[config.mk]
export PLATFORM = sky130hd
export DESIGN_NAME = lpcdec
export DESIGN_NICKNAME = d
export VERILOG_FILES = /design/src/rtl/lpcdec_pkg.sv /design/src/rtl/lpc_exc_gen.sv /design/src/rtl/lpcdec.sv
export SDC_FILE = /design/constraint.sdc
export NUM_CORES = 2
export LEC_CHECK = 0
export CORE_MARGIN = 8
export CORE_UTILIZATION = 46
export CTS_BUF_LIST = sky130_fd_sc_hd__clkbuf_4 sky130_fd_sc_hd__clkbuf_8
export DETAILED_ROUTE_END_ITERATION = 8
export GPL_TIMING_DRIVEN = 0
export HOLD_SLACK_MARGIN = 0.02
export PLACE_DENSITY_LB_ADDON = 0.3
export SKIP_LAST_GASP = 1
export SLEW_MARGIN = 20
export SYNTH_ARGS = -nofsm -noshare
export SYNTH_HDL_FRONTEND = slang
export SYNTH_SLANG_ARGS = --single-unit
[constraint.sdc]
create_clock -name clk -period 17 [get_ports clk]
set_clock_uncertainty 0.1 [all_clocks]
set_input_delay 3.4 -clock clk [delete_from_list [all_inputs] [get_ports clk]]
set_output_delay 3.4 -clock clk [all_outputs]
set_load 0.05 [all_outputs]
[src/rtl/lpcdec_pkg.sv]
// rtl/lpcdec_pkg.sv - shared constants, FSM state type and saturation helper for the LPC decoder
package lpcdec_pkg;

    localparam int ORDER  = 10;
    localparam int COEF_W = 16;
    localparam int FRAC   = 12;
    localparam int ACC_W  = 40;

    typedef enum logic [1:0] {
        IDLE = 2'd0,
        MAC  = 2'd1,
        OUT  = 2'd2
    } state_t;

    function automatic logic signed [15:0] sat16(input logic signed [ACC_W-1:0] v);
        if (v > 40'sd32767) begin
            return 16'sh7FFF;
        end else if (v < -40'sd32768) begin
            return 16'sh8000;
        end else begin
            return v[15:0];
        end
    endfunction

endpackage

[src/rtl/lpc_exc_gen.sv]
// rtl/lpc_exc_gen.sv - excitation source: pitch counter, optional LFSR noise (LPCDEC_NOISE_EN)
module lpc_exc_gen
    import lpcdec_pkg::*;
#(
    parameter logic signed [15:0] IMP_AMP     = 16'sd8192,
    parameter int                 NOISE_SHIFT = 3,
    parameter logic [15:0]        LFSR_SEED   = 16'hACE1
) (
    input  logic               clk,
    input  logic               rst,
    input  logic               adv,
    input  logic               voiced,
    input  logic [15:0]        pitch,
    output logic signed [15:0] exc
);

    logic [15:0]        cnt_q, cnt_d;
    logic [15:0]        pitch_eff;
    logic signed [15:0] noise;

    assign pitch_eff = (pitch < 16'd2) ? 16'd2 : pitch;

    // >= rather than == so a shorter new pitch wraps immediately instead of running to 65535
    always_comb begin
        cnt_d = cnt_q;
        if (adv) begin
            cnt_d = (cnt_q >= pitch_eff - 16'd1) ? 16'd0 : cnt_q + 16'd1;
        end
    end

    always_ff @(posedge clk) begin
        if (rst) begin
            cnt_q <= 16'd0;
        end else begin
            cnt_q <= cnt_d;
        end
    end

`ifdef LPCDEC_NOISE_EN
    logic [15:0] lfsr_q, lfsr_d;

    always_comb begin
        lfsr_d = lfsr_q;
        if (adv) begin
            lfsr_d = {lfsr_q[14:0], lfsr_q[15] ^ lfsr_q[13] ^ lfsr_q[12] ^ lfsr_q[10]};
        end
    end

    always_ff @(posedge clk) begin
        if (rst) begin
            lfsr_q <= LFSR_SEED;
        end else begin
            lfsr_q <= lfsr_d;
        end
    end

    assign noise = $signed(lfsr_q) >>> NOISE_SHIFT;
`else
    logic unused_cfg;
    assign unused_cfg = ^{LFSR_SEED, 32'(NOISE_SHIFT)};
    assign noise      = 16'sd0;
`endif

    assign exc = voiced ? ((cnt_q == 16'd0) ? IMP_AMP : 16'sd0) : noise;

endmodule

[src/rtl/lpcdec.sv]
// rtl/lpcdec.sv - 10th-order LPC all-pole synthesis filter, one sample per sample_req (LPCDEC_NOISE_EN selects noise)
module lpcdec
    import lpcdec_pkg::*;
#(
    parameter logic signed [15:0] IMP_AMP     = 16'sd8192,
    parameter int                 NOISE_SHIFT = 3,
    parameter logic [15:0]        LFSR_SEED   = 16'hACE1
) (
    input  logic         clk,
    input  logic         rst,
    input  logic         frame_valid,
    output logic         frame_ready,
    input  logic [159:0] coef,
    input  logic         voiced,
    input  logic [15:0]  pitch,
    input  logic         sample_req,
    output logic [15:0]  y_out,
    output logic         y_valid,
    output logic         overrun
);

    state_t                    state_q, state_d;
    logic [3:0]                k_q, k_d;
    logic signed [ACC_W-1:0]   acc_q, acc_d;
    logic signed [15:0]        e_q, e_d;
    logic signed [15:0]        ysat_q, ysat_d;
    logic                      pend_q, pend_d;
    logic [15:0]               y_out_q, y_out_d;
    logic                      y_valid_q, y_valid_d;
    logic                      overrun_q, overrun_d;
    logic                      frame_ready_q, frame_ready_d;
    logic signed [COEF_W-1:0]  coef_q [ORDER];
    logic signed [COEF_W-1:0]  coef_d [ORDER];
    logic signed [15:0]        hist_q [ORDER];
    logic signed [15:0]        hist_d [ORDER];
    logic                      voiced_q, voiced_d;
    logic [15:0]               pitch_q, pitch_d;

    logic                      accept;
    logic                      start;
    logic                      exc_voiced;
    logic [15:0]               exc_pitch;
    logic signed [15:0]        exc;
    logic signed [31:0]        prod;

    assign accept = frame_valid && frame_ready_q;
    assign start  = sample_req && (state_q == IDLE);

    // A frame arriving with the sample drives the excitation directly so that sample uses it
    assign exc_voiced = accept ? voiced : voiced_q;
    assign exc_pitch  = accept ? pitch  : pitch_q;

    lpc_exc_gen #(
        .IMP_AMP     (IMP_AMP),
        .NOISE_SHIFT (NOISE_SHIFT),
        .LFSR_SEED   (LFSR_SEED)
    ) u_exc (
        .clk    (clk),
        .rst    (rst),
        .adv    (start),
        .voiced (exc_voiced),
        .pitch  (exc_pitch),
        .exc    (exc)
    );

    assign prod = coef_q[k_q] * hist_q[k_q];

    always_comb begin
        state_d       = state_q;
        k_d           = k_q;
        acc_d         = acc_q;
        e_d           = e_q;
        ysat_d        = ysat_q;
        pend_d        = 1'b0;
        y_out_d       = y_out_q;
        y_valid_d     = 1'b0;
        overrun_d     = 1'b0;
        coef_d        = coef_q;
        hist_d        = hist_q;
        voiced_d      = voiced_q;
        pitch_d       = pitch_q;

        if (accept) begin
            for (int i = 0; i < ORDER; i++) begin
                coef_d[i] = coef[COEF_W*i +: COEF_W];
            end
            voiced_d = voiced;
            pitch_d  = pitch;
        end

        case (state_q)
            IDLE: begin
                if (sample_req) begin
                    e_d     = exc;
                    acc_d   = '0;
                    k_d     = 4'd0;
                    state_d = MAC;
                end
            end
            MAC: begin
                overrun_d = sample_req;
                acc_d     = acc_q + ACC_W'(prod);
                if (k_q == 4'(ORDER - 1)) begin
                    state_d = OUT;
                end else begin
                    k_d = k_q + 4'd1;
                end
            end
            OUT: begin
                overrun_d = sample_req;
                ysat_d    = sat16(ACC_W'(e_q) - (acc_q >>> FRAC));
                for (int i = ORDER - 1; i > 0; i--) begin
                    hist_d[i] = hist_q[i-1];
                end
                hist_d[0] = ysat_d;
                pend_d    = 1'b1;
                state_d   = IDLE;
            end
            default: state_d = IDLE;
        endcase

        // One-stage output register keeps y_out stable until the moment y_valid rises
        if (pend_q) begin
            y_out_d   = ysat_q;
            y_valid_d = 1'b1;
        end

        frame_ready_d = (state_d == IDLE);
    end

    always_ff @(posedge clk) begin
        if (rst) begin
            state_q       <= IDLE;
            k_q           <= 4'd0;
            acc_q         <= '0;
            e_q           <= 16'sd0;
            ysat_q        <= 16'sd0;
            pend_q        <= 1'b0;
            y_out_q       <= 16'd0;
            y_valid_q     <= 1'b0;
            overrun_q     <= 1'b0;
            frame_ready_q <= 1'b1;
            voiced_q      <= 1'b0;
            pitch_q       <= 16'd0;
            for (int i = 0; i < ORDER; i++) begin
                coef_q[i] <= '0;
                hist_q[i] <= '0;
            end
        end else begin
            state_q       <= state_d;
            k_q           <= k_d;
            acc_q         <= acc_d;
            e_q           <= e_d;
            ysat_q        <= ysat_d;
            pend_q        <= pend_d;
            y_out_q       <= y_out_d;
            y_valid_q     <= y_valid_d;
            overrun_q     <= overrun_d;
            frame_ready_q <= frame_ready_d;
            voiced_q      <= voiced_d;
            pitch_q       <= pitch_d;
            coef_q        <= coef_d;
            hist_q        <= hist_d;
        end
    end

    assign frame_ready = frame_ready_q;
    assign y_out       = y_out_q;
    assign y_valid     = y_valid_q;
    assign overrun     = overrun_q;

endmodule

==> out/qor.csv <==
stage,metric,value,unit
outcome,status,finished clean,
clocking,cts_max_level,3,
route,drtPass1Iterations,5,
route,antenna_left,0,
clocking,cts_root_buf,clkbuf_8,
sta,period_share,62.0,%
final_layout,area_growth,15.0,%
placement,portBuffers,198,
clocking,path_clk_slew,60,ps
worst_setup_path,path_depth,29,
sta,setup-violations-final,0,
sta,drv_slew,0,
synthesis,synthTopCellsByArea,"dfxtp_1, fa_1, mux2i_1",
worst_setup_path,r2r_slack,6470,ps
sta,final.setup.tns,0,ps
sta,fin_crit,10530,ps
power,p_per_area,63.9,nW/um^2
synthesis,async_flop_share,0,%
worst_setup_path,critPathMaxFanout,10,
worst_setup_path,cp-start-kind,register,
clocking,cts_setup_buffers,0,
worst_setup_path,critPathMaxStageDelay,780,ps
worst_setup_path,slowest_stage,clkbuf_1,
placement,dpl.hpwl,73.7,mm
synthesis,synth_cells,3369,
worst_setup_path,critPathBufInv,9,
worst_setup_path,endpoint,acc_q[37]$_SDFFE_PP0P_,
worst_setup_path,path_class,reg2reg,
grt,grt_pass1_vias,24892,
route,via_per_inst,5.40,
worst_setup_path,cp_top_family,adder cells,
synthesis,seq_area_frac_synth,27.3,%
floorplanning,die_w,275,um
clocking,cts_resized,0,
sta,max_freq,94.9,MHz
worst_setup_path,reg2reg_from,k_q[1]$_SDFFE_PP0P_,
clocking,clockBufferDepth,3,
final_layout,drive_above_1_share,6.10,%
final_layout,num-fill-cells,6076,
final_layout,fin_nets,4292,
grt,grt_max_degree,24,
worst_setup_path,critical_path_required,17490,ps
synthesis,synth_top_cell_area_share,27.3,%
power,cellLeakagePower,15.2,nW
synthesis,synthTopCellsByCount,"nand2_1, dfxtp_1, inv_1, nor2_1, fa_1",
route,drt_iter0_markers,1875,
synthesis,syn-num-nets,4022,
synthesis,avgSynthCellArea,9.13,um^2
synthesis,synth_edf_count,0,
placement,gp_congestion,0.929,
clocking,worstSkewPairLatency,660,ps
hold_path,hp-start,coef_q[21]$_SDFFE_PP0P_,
grt,antenna_found_initial,4,
sta,hold_viol_final,0,
floorplanning,design.core.area,66000,um^2
synthesis,ys_seq_elements,420,
sta,tightest_slew,1240,ps
flow_run,max_cap_violations,0,
worst_setup_path,cpMostUsedCell,fa_1,
clocking,clkSinkCount,420,
worst_setup_path,rr_worst_depth,29,
synthesis,yosys_warnings,0,
synthesis,synth_cell_type_count,77,
floorplanning,initial_utilization,46.6,%
worst_setup_path,cp.arrival,11020,ps
clocking,numCtsBuffers,70,
route,drt-total-wl,90.7,mm
floorplanning,row_count,94,
worst_setup_path,critPathCaptureType,register,
power,ir_drop,0.0000459,V
grt,gr-usage-all-layers,24.1,%
synthesis,synthFlopType,dfxtp_1,
route,drc,0,
worst_setup_path,crit_start,k_q[1]$_SDFFE_PP0P_,
synthesis,synth_most_common_cell,nand2_1,
synthesis,synth_top_cell_by_area,dfxtp_1,
clocking,cts-hold-fix-buffers,0,
power,power,2.26,mW
floorplanning,die_h,275,um
grt,grt_pass1_wl,142,mm
hold_path,hold_path_class,reg2reg,
worst_setup_path,rr_endpoint,acc_q[37]$_SDFFE_PP0P_,
grt,grt.overflow.total,0,
sta,slew_headroom,17.6,%
floorplanning,die_area,75400,um^2
sta,rsz0062_at_grt,false,
route,vias,24575,
clocking,cts_tree,built,
synthesis,synth.cell_area,30700,um^2
route,wire_per_inst,19.9,um
floorplanning,ios,200,
-- routing by layer --
metal / global-route usage [%] / routed length, um
met3: 4.06 / 6410
met2: 38.4 / 40500
met5: 0 / 17
met4: 8.36 / 3110
met1: 33.2 / 40600
-- cell type report --
class                      count  area, um^2  share of cell area (%)
clock buffer                 104        1330                    3.75
sequential                   420        8410                    23.8
timing repair buffer         198        1980                    5.61
multi-input combinational   2350       20100                    56.8
clock inverter                18         194                   0.549
inverter                     415        1560                    4.41
tap                          864        1080                    3.06
buffer                       184         726                    2.05
antenna                        2        5.00                  0.0142
-- worst min-delay path by stage --
| stage | cells past startpoint | endpoint | slack, ps |
|---|---|---|---|
| floorplan | 2 | coef_q[112]$_SDFFE_PP0P_ | 330 |
| global placement | 2 | coef_q[87]$_SDFFE_PP0P_ | 340 |
| detailed placement | 2 | coef_q[49]$_SDFFE_PP0P_ | 340 |
| CTS | 2 | coef_q[49]$_SDFFE_PP0P_ | 350 |
| global route | 2 | coef_q[140]$_SDFFE_PP0P_ | 370 |
| finish | 2 | coef_q[21]$_SDFFE_PP0P_ | 350 |
-- state kept, by name, indices dropped and copies added, names as in the netlist --
name	count
pend_q	1
k_q	4
hist_q	160
e_q	1
y_out	16
y_valid	1
frame_ready	1
coef_q	160
pitch_q	16
voiced_q	1
acc_q	40
state_q	2
overrun	1
u_exc.cnt_q	16
-- worst min-delay path, cell delays in order, from the launching register on --
cell,delay [ps]
dfxtp_1,300
nand2_1,50
a21oi_1,50
-- where the power goes --
| part | switching [mW] | total (mW) | internal (mW) | leakage (nW) |
|---|---|---|---|---|
| clock | 0.432 | 0.979 | 0.547 | 0.799 |
| sequential | 0.0158 | 1.03 | 1.01 | 3.41 |
| combinational | 0.154 | 0.253 | 0.0997 | 11.0 |
-- kinds of logic after synthesis --
| group | Yosys count | synth area share, % |
|---|---|---|
| simple gates | 1060 | 14.3 |
| buf+inv | 599 | 7.42 |
| fa+ha+maj | 472 | 27.3 |
| compound gates | 429 | 8.72 |
| flops | 420 | 27.3 |
| mux | 306 | 12.6 |
| xor+xnor | 83 | 2.36 |
-- cells in the final DEF, fill, tap and decap left out, drive strengths merged, types with 6 or more instances in the layout --
| cell type | synthesis | routed |
|---|---|---|
| or2 | 8 | 8 |
| nor2 | 413 | 413 |
| or3 | 8 | 8 |
| a21oi | 219 | 219 |
| o21a | 6 | 6 |
| a22oi | 24 | 24 |
| dfxtp | 420 | 420 |
| nor4 | 10 | 10 |
| clkdlybuf4s50 | 0 | 198 |
| or4 | 7 | 7 |
| a221o | 14 | 14 |
| nand2 | 492 | 492 |
| clkbuf | 146 | 251 |
| and2 | 13 | 13 |
| a21o | 20 | 20 |
| xor2 | 55 | 55 |
| o22ai | 23 | 23 |
| fa | 330 | 330 |
| o21ai | 39 | 39 |
| nand4 | 11 | 11 |
| nand3 | 25 | 25 |
| clkinv | 0 | 10 |
| nor3 | 19 | 19 |
| mux2i | 241 | 241 |
| mux4 | 64 | 64 |
| inv | 415 | 417 |
| nor2b | 12 | 12 |
| nand2b | 15 | 15 |
| o22a | 28 | 28 |
| a211oi | 9 | 9 |
| xnor2 | 28 | 28 |
| a31oi | 10 | 10 |
| buf | 38 | 37 |
| and3 | 7 | 7 |
| ha | 142 | 142 |
-- through the flow --
stage	hold slack, ps	utilization, %	cells	setup slack (ps)	instance area, um^2
after detailed placement	343	51.3	4431	6490	33800
final	352	53.6	4555	6470	35400
after global routing	368	53.6	4555	6000	35400
after CTS	351	53.6	4553	6500	35300
after global placement	340	51.2	4431	6590	33800
after floorplan	333	-	3369	8520	30700
(Power assumes the default switching activity.)
